<file path="src/rtl/riscv_multicycle_core_if.sv">
// Unified instruction/data memory port with a req/ready handshake.
// The core holds req and the address/data fields until the memory raises ready.
// The memory may raise ready in the same cycle req rises, or insert wait states.
interface riscv_multicycle_core_if;
  logic        mem_req;
  logic        mem_we;
  logic [31:0] mem_addr;
  logic [31:0] mem_wdata;
  logic [31:0] mem_rdata;
  logic        mem_ready;

  modport master (
    output mem_req, mem_we, mem_addr, mem_wdata,
    input  mem_rdata, mem_ready
  );

  modport slave (
    input  mem_req, mem_we, mem_addr, mem_wdata,
    output mem_rdata, mem_ready
  );
endinterface

</file>
<file path="src/rtl/riscv_multicycle_core.sv">
// Multi-cycle RV32I-subset core sharing one memory port for fetch and load/store.
// Latency: beq 3, ALU/jal/sw 4, lw 5 cycles, plus one per memory wait cycle.
// Backpressure: mem_req and its fields stay stable until mem_ready; illegal instr halts.
module riscv_multicycle_core #(
  parameter logic [31:0] RESET_PC = 32'h0000_0000,
  parameter int          NREGS    = 32
) (
  input  logic                     clk,
  input  logic                     reset,
  riscv_multicycle_core_if.master  mem,
  output logic [31:0]              pc,
  output logic                     retire,
  output logic                     halted
);
  localparam int IW = $clog2(NREGS);

  typedef enum logic [2:0] {FETCH, DECODE, EXEC, MEM, WB, HALT} state_t;

  state_t      state, state_nxt;
  logic [31:0] instr, a, b, imm, target, result;
  logic [31:0] regs [NREGS];

  logic [6:0]  opcode, funct7;
  logic [2:0]  funct3;
  logic [4:0]  rd, rs1, rs2;
  logic        is_r, is_i, is_lw, is_sw, is_beq, is_jal;
  logic        use_rs1, use_rs2, use_rd, legal;
  logic [31:0] imm_dec, rs1_val, rs2_val, op2, alu_out;

  assign opcode = instr[6:0];
  assign rd     = instr[11:7];
  assign funct3 = instr[14:12];
  assign rs1    = instr[19:15];
  assign rs2    = instr[24:20];
  assign funct7 = instr[31:25];

  // Register indices beyond the configured file size are architecturally illegal.
  function automatic logic reg_ok(input logic [4:0] idx);
    return int'({27'b0, idx}) < NREGS;
  endfunction

  // Instruction classification and legality, from the latched instruction word.
  always_comb begin
    is_r   = (opcode == 7'b0110011) &&
             ((funct7 == 7'b0000000 && (funct3 == 3'b000 || funct3 == 3'b111 ||
                                        funct3 == 3'b110 || funct3 == 3'b010)) ||
              (funct7 == 7'b0100000 && funct3 == 3'b000));
    is_i   = (opcode == 7'b0010011) &&
             (funct3 == 3'b000 || funct3 == 3'b111 || funct3 == 3'b110 || funct3 == 3'b010);
    is_lw  = (opcode == 7'b0000011) && (funct3 == 3'b010);
    is_sw  = (opcode == 7'b0100011) && (funct3 == 3'b010);
    is_beq = (opcode == 7'b1100011) && (funct3 == 3'b000);
    is_jal = (opcode == 7'b1101111);
    use_rs1 = is_r | is_i | is_lw | is_sw | is_beq;
    use_rs2 = is_r | is_sw | is_beq;
    use_rd  = is_r | is_i | is_lw | is_jal;
    legal   = (is_r | is_i | is_lw | is_sw | is_beq | is_jal) &&
              !(use_rs1 && !reg_ok(rs1)) &&
              !(use_rs2 && !reg_ok(rs2)) &&
              !(use_rd  && !reg_ok(rd));
  end

  // Immediate extraction and register-file read ports (x0 and out-of-range read as 0).
  always_comb begin
    imm_dec = {{20{instr[31]}}, instr[31:20]};
    if (is_sw)
      imm_dec = {{20{instr[31]}}, instr[31:25], instr[11:7]};
    else if (is_beq)
      imm_dec = {{19{instr[31]}}, instr[31], instr[7], instr[30:25], instr[11:8], 1'b0};
    else if (is_jal)
      imm_dec = {{11{instr[31]}}, instr[31], instr[19:12], instr[20], instr[30:21], 1'b0};
    rs1_val = '0;
    rs2_val = '0;
    if (rs1 != 5'd0 && reg_ok(rs1)) rs1_val = regs[rs1[IW-1:0]];
    if (rs2 != 5'd0 && reg_ok(rs2)) rs2_val = regs[rs2[IW-1:0]];
  end

  // ALU: loads/stores always add; R-type uses B, I-type uses the immediate.
  always_comb begin
    op2     = is_r ? b : imm;
    alu_out = a + op2;
    if (is_r || is_i) begin
      case (funct3)
        3'b000:  alu_out = (is_r && funct7[5]) ? a - op2 : a + op2;
        3'b111:  alu_out = a & op2;
        3'b110:  alu_out = a | op2;
        3'b010:  alu_out = {31'b0, $signed(a) < $signed(op2)};
        default: alu_out = a + op2;
      endcase
    end
  end

  // Controller state register.
  always_ff @(posedge clk) begin
    if (reset) state <= FETCH;
    else       state <= state_nxt;
  end

  // Controller next-state logic.
  always_comb begin
    state_nxt = state;
    case (state)
      FETCH:   if (mem.mem_ready) state_nxt = DECODE;
      DECODE:  state_nxt = legal ? EXEC : HALT;
      EXEC:    state_nxt = is_beq ? FETCH : ((is_lw || is_sw) ? MEM : WB);
      MEM:     if (mem.mem_ready) state_nxt = is_lw ? WB : FETCH;
      WB:      state_nxt = FETCH;
      default: state_nxt = HALT;
    endcase
  end

  // Controller outputs; the memory request is suppressed while reset is asserted.
  always_comb begin
    mem.mem_req   = !reset && (state == FETCH || state == MEM);
    mem.mem_we    = (state == MEM) && is_sw;
    mem.mem_addr  = (state == MEM) ? {result[31:2], 2'b00} : pc;
    mem.mem_wdata = b;
    retire        = !reset && ((state == EXEC && is_beq) ||
                               (state == MEM && mem.mem_ready && is_sw) ||
                               (state == WB));
    halted        = (state == HALT);
  end

  // Datapath registers: instruction latch, operands, result, PC and register file.
  always_ff @(posedge clk) begin
    if (reset) begin
      pc     <= RESET_PC;
      instr  <= '0;
      a      <= '0;
      b      <= '0;
      imm    <= '0;
      target <= '0;
      result <= '0;
      for (int i = 0; i < NREGS; i++) regs[IW'(i)] <= '0;
    end else begin
      case (state)
        FETCH: if (mem.mem_ready) instr <= mem.mem_rdata;
        DECODE: begin
          a      <= rs1_val;
          b      <= rs2_val;
          imm    <= imm_dec;
          target <= pc + imm_dec;
        end
        EXEC: begin
          result <= is_jal ? pc + 32'd4 : alu_out;
          if (is_beq) pc <= (a == b) ? target : pc + 32'd4;
        end
        MEM: if (mem.mem_ready) begin
          if (is_lw) result <= mem.mem_rdata;
          else       pc     <= pc + 32'd4;
        end
        WB: begin
          if (use_rd && rd != 5'd0) regs[rd[IW-1:0]] <= result;
          pc <= is_jal ? target : pc + 32'd4;
        end
        default: ;
      endcase
    end
  end
endmodule

</file>
<file path="src/flat_wrapper.sv">
// flat-port wrapper written by rule: the top's interface ports become plain ports
module riscv_multicycle_core_flat 
#(
  parameter logic [31:0] RESET_PC = 32'h0000_0000,
  parameter int          NREGS    = 32
)
  (clk, reset, pc, retire, halted, mem_mem_req, mem_mem_we, mem_mem_addr, mem_mem_wdata, mem_mem_rdata, mem_mem_ready);
  riscv_multicycle_core_if mem_i ();
  input  logic clk;
  input  logic reset;
  output logic [31:0] pc;
  output logic retire;
  output logic halted;
  output wire logic [$bits(mem_i.mem_req)-1:0] mem_mem_req;
  output wire logic [$bits(mem_i.mem_we)-1:0] mem_mem_we;
  output wire logic [$bits(mem_i.mem_addr)-1:0] mem_mem_addr;
  output wire logic [$bits(mem_i.mem_wdata)-1:0] mem_mem_wdata;
  input wire logic [$bits(mem_i.mem_rdata)-1:0] mem_mem_rdata;
  input wire logic [$bits(mem_i.mem_ready)-1:0] mem_mem_ready;
  assign mem_mem_req = mem_i.mem_req;
  assign mem_mem_we = mem_i.mem_we;
  assign mem_mem_addr = mem_i.mem_addr;
  assign mem_mem_wdata = mem_i.mem_wdata;
  assign mem_i.mem_rdata = mem_mem_rdata;
  assign mem_i.mem_ready = mem_mem_ready;
  riscv_multicycle_core #(.RESET_PC(RESET_PC), .NREGS(NREGS)) u_core (.clk(clk), .reset(reset), .mem(mem_i), .pc(pc), .retire(retire), .halted(halted));
endmodule
</file>
<file path="config.mk">
export PLATFORM = sky130hd
export DESIGN_NAME = riscv_multicycle_core_flat
export DESIGN_NICKNAME = d
export VERILOG_FILES = /design/src/rtl/riscv_multicycle_core_if.sv /design/src/rtl/riscv_multicycle_core.sv /design/src/flat_wrapper.sv
export SDC_FILE = /design/constraint.sdc
export NUM_CORES = 2
export LEC_CHECK = 0
export ABC_CLOCK_PERIOD_IN_PS = 5900
export CAP_MARGIN = 0
export CORE_UTILIZATION = 57
export DETAILED_ROUTE_END_ITERATION = 6
export GPL_ROUTABILITY_DRIVEN = 0
export GPL_TIMING_DRIVEN = 0
export PLACE_DENSITY_LB_ADDON = 0.05
export SLEW_MARGIN = 40
export SYNTH_ARGS = -nofsm -noshare
export SYNTH_HDL_FRONTEND = slang
export SYNTH_SLANG_ARGS = --single-unit
</file>
<file path="constraint.sdc">
create_clock -name clk -period 5.9 [get_ports clk]
set_clock_uncertainty 0.05 [all_clocks]
set_input_delay 1.18 -clock clk [delete_from_list [all_inputs] [get_ports clk]]
set_output_delay 1.18 -clock clk [all_outputs]
set_load 0.01 [all_outputs]
</file>
==> impl_metrics.json <==
{
  "critical-path-top-delay-family": "compound AO/OA/AOI/OAI gates",
  "routed_wl_um": 278000,
  "cts_inserted_buffers": 138,
  "path_class": "register to register",
  "final_hpwl_dp_um": 203000,
  "dr.first_iter.drc_count": 9270,
  "portBuffers": 134,
  "num_vias": 53500,
  "setup_viol": 1,
  "rows": 129,
  "period_needed_ps": 5910,
  "max_stage_delay_ps": 610,
  "cts_hold_buf": 0,
  "synth.top_cells.by_area": "sky130_fd_sc_hd__edfxtp_1 (43%), sky130_fd_sc_hd__mux4_2 (20%), sky130_fd_sc_hd__and2_1 (8.9%)",
  "synthCells": 5551,
  "synth_largest_type_area_fraction_pct": 43.4,
  "worst-path-max-fanout": 10,
  "layout.core_utilization_pct": 64.5,
  "endpoint_kind": "register",
  "cts.htree.levels": 4,
  "synth-edff-count": 1024,
  "startpoint_type": "register",
  "failed_checks": "design-rule violations, negative setup slack",
  "worst_max_slew_pin_slew_ps": 1080,
  "synth.ff_latch_count": 1250,
  "synth_flop_cell": "sky130_fd_sc_hd__edfxtp_1",
  "cellPowerDensity_mw_per_mm2": 281,
  "layout_commonest_cell": "sky130_fd_sc_hd__edfxtp_1",
  "cts_root_buffer": "sky130_fd_sc_hd__clkbuf_16",
  "final_cell_mix": "sky130_fd_sc_hd__edfxtp_1 (1024), sky130_fd_sc_hd__and2_1 (1008), sky130_fd_sc_hd__mux4_2 (640)",
  "x_dimension_of_the_die_um": 355,
  "slew-limit-headroom_pct": 28.0,
  "yosys.cell_types.count": 76,
  "global_route.overflow_total": 0,
  "syn_area_per_cell_um2": 12.8,
  "timing.final.ws_setup_ps": -5.63,
  "cts.path.max_buffers": 3,
  "sequential_to_total_area_share_from_yosys_stat_pct": 49.7,
  "drv.max_cap_violation_count": 0,
  "detail_route.wl_per_cell_um": 36.4,
  "ir_drop_uv": 383,
  "fillcell_total": 9475,
  "timing.critical_path.arrival_ps": 6470,
  "grt_pass1_wl_um": 381000,
  "antenna_violations_before_repair": 18,
  "grt_max_degree": 33,
  "synth_top_area_cell": "sky130_fd_sc_hd__edfxtp_1",
  "slew_violations": 0,
  "critPathBufInv": 3,
  "setup_tns_ps": -5.63,
  "drt_pre_antenna_iters": 7,
  "grt_util_all_layers_pct": 44.0,
  "hold_viol": 0,
  "cp_data_required_time_ps": 6470,
  "hold_path_class": "register to register",
  "final.period_utilization_pct": 100,
  "die_ar_mm2": 0.126,
  "die_height_um": 355,
  "worstSkewPairLatency_ps": 800,
  "final_antenna_net_count": 0,
  "dpl_worst_slack_ps": -789,
  "coreArea_mm2": 0.123,
  "post-route-drc-count": 75,
  "cts.sinks": 1250,
  "vias_per_cell": 7.01,
  "cts_setup_buffers": 0,
  "critical_path.slowest_cell": "sky130_fd_sc_hd__or4_4",
  "post-route-cell-area_mm2": 0.0796,
  "power_leakage_nw": 27.8,
  "boundaryPins": 135,
  "crit_path_cells": "or4_4 -> a2111oi_4 -> and3_4 -> buf_2 -> mux2_2 -> inv_1 -> ha_1 -> clkbuf_1 -> nor3_2 -> o21ai_0 -> o21ai_0 -> or3_1 -> a21o_1 -> o21ai_2 -> xnor2_1 -> o21ai_0 -> a221oi_2 -> o21ai_0",
  "synthesis.area_mm2": 0.0709,
  "yosys_warnings": 0,
  "dpl_cell_area_mm2": 0.0750,
  "outcome": "finished with violations",
  "layout-drive-gt1-share_pct": 18.8,
  "cts_tree": "done",
  "fin_nets": 6029,
  "async_set_or_reset_flop_fraction_in_the_synthesized_netlist_pct": 0,
  "syn2layout_area_growth_pct": 12.3,
  "clkTransAtPathRegs_ps": 60,
  "crit_path_frequent_cell": "sky130_fd_sc_hd__o21ai_0",
  "timing.fmax_ghz": 0.169,
  "grt_setup_unrepaired": "yes",
  "initial_utilization_pct": 57.4,
  "grt_pass1_vias": 51000
}
timing repair:
| action | 4_1_cts | 5_1_grt |
|---|---|---|
| gates resized for setup | 9 | 20 |
| hold endpoints to repair | 0 | 0 |
| setup endpoints to repair | 27 | 38 |
| pin swaps | 0 | 1 |
synthesized netlist by cell type, drive strengths merged (104+ instances only):
master	number
edfxtp	1024
and2	1008
mux4	640
clkbuf	429
nand2	347
nor2	326
a21oi	304
dfxtp	226
ha	129
o21ai	127
inv	107
xnor2	104
area by class of cell:
cell class              instances  area (um^2)  share of cell area, %
flip-flops and latches       1250        35300                   44.3
multi-input cells            3720        33700                   42.3
clock buffers                 180         3890                   4.88
well taps                    1637         2050                   2.57
plain buffers                 497         2030                   2.55
repair buffers                146         1620                   2.03
clock inverters                70          614                  0.771
inverters                     109          409                  0.514
diodes                         19         47.5                 0.0597
flip-flops by register name, indices dropped and copies added (netlist names), named ones only:
register	cells
u_core.a	32
u_core.result	32
u_core.pc	32
u_core.instr	32
u_core.target	32
u_core.imm	21
u_core.mem.mem_wdata	32
u_core.regs	1024
u_core.state	3
per-layer routing:
| metal | global-route usage (%) | vias up | part of all wire (%) |
|---|---|---|---|
| met5 | 2.00 | - | 0.055 |
| met4 | 28.4 | 12 | 7.7 |
| met3 | 16.7 | 983 | 15 |
| met2 | 62.6 | 4426 | 42 |
| met1 | 56.5 | 26700 | 35 |
| li1 | - | 21300 | - |
tightest hold or removal path: stages, from the launching register on:
cell	delay [ps]
sky130_fd_sc_hd__dfxtp_1	310
sky130_fd_sc_hd__nand2_1	50
sky130_fd_sc_hd__a21oi_1	50
cells by family after synthesis:
| group | share of synthesized area [%] |
|---|---|
| adders and majority gates | 2.36 |
| DFF | 49.7 |
| other | 0.00529 |
| muxes | 22.0 |
| xor gates and xnor gates | 1.58 |
| and+or+nand+nor | 15.0 |
| AOI/OAI and AO/OA | 6.13 |
| buffers and inverters | 3.24 |
metrics by stage:
step / power [mW] / std cells / hold WS [ps]
finish: 22.4 / 7628 / 401
detailed placement: 13.6 / 7364 / 393
global placement: 13.5 / 7353 / 385
CTS: 22.1 / 7613 / 399
global route: 22.7 / 7615 / 417
floorplan: 12.2 / 5582 / 377
power by group:
group | leakage, nW | switching [mW] | total (mW) | internal (mW)
Clock | 2.23 | 3.84 | 8.79 | 4.95
Sequential | 12.4 | 0.253 | 10.1 | 9.84
Combinational | 13.2 | 2.12 | 3.49 | 1.37
Total | 27.8 | 6.22 | 22.4 | 16.2
worst paths after layout:
check	cells after the start	start	slack, ps	end
worst max-delay path	18	u_core.instr[25]$_SDFFE_PP0P_	-6	u_core.result[17]$_SDFFE_PP0P_
worst min-delay path	2	u_core.target[15]$_SDFFE_PP0N_	400	u_core.target[15]$_SDFFE_PP0N_
worst max register to register	18	u_core.instr[25]$_SDFFE_PP0P_	-6	u_core.result[17]$_SDFFE_PP0P_
worst min register to register	2	u_core.target[15]$_SDFFE_PP0N_	400	u_core.target[15]$_SDFFE_PP0N_
(Power assumes the default switching activity.)
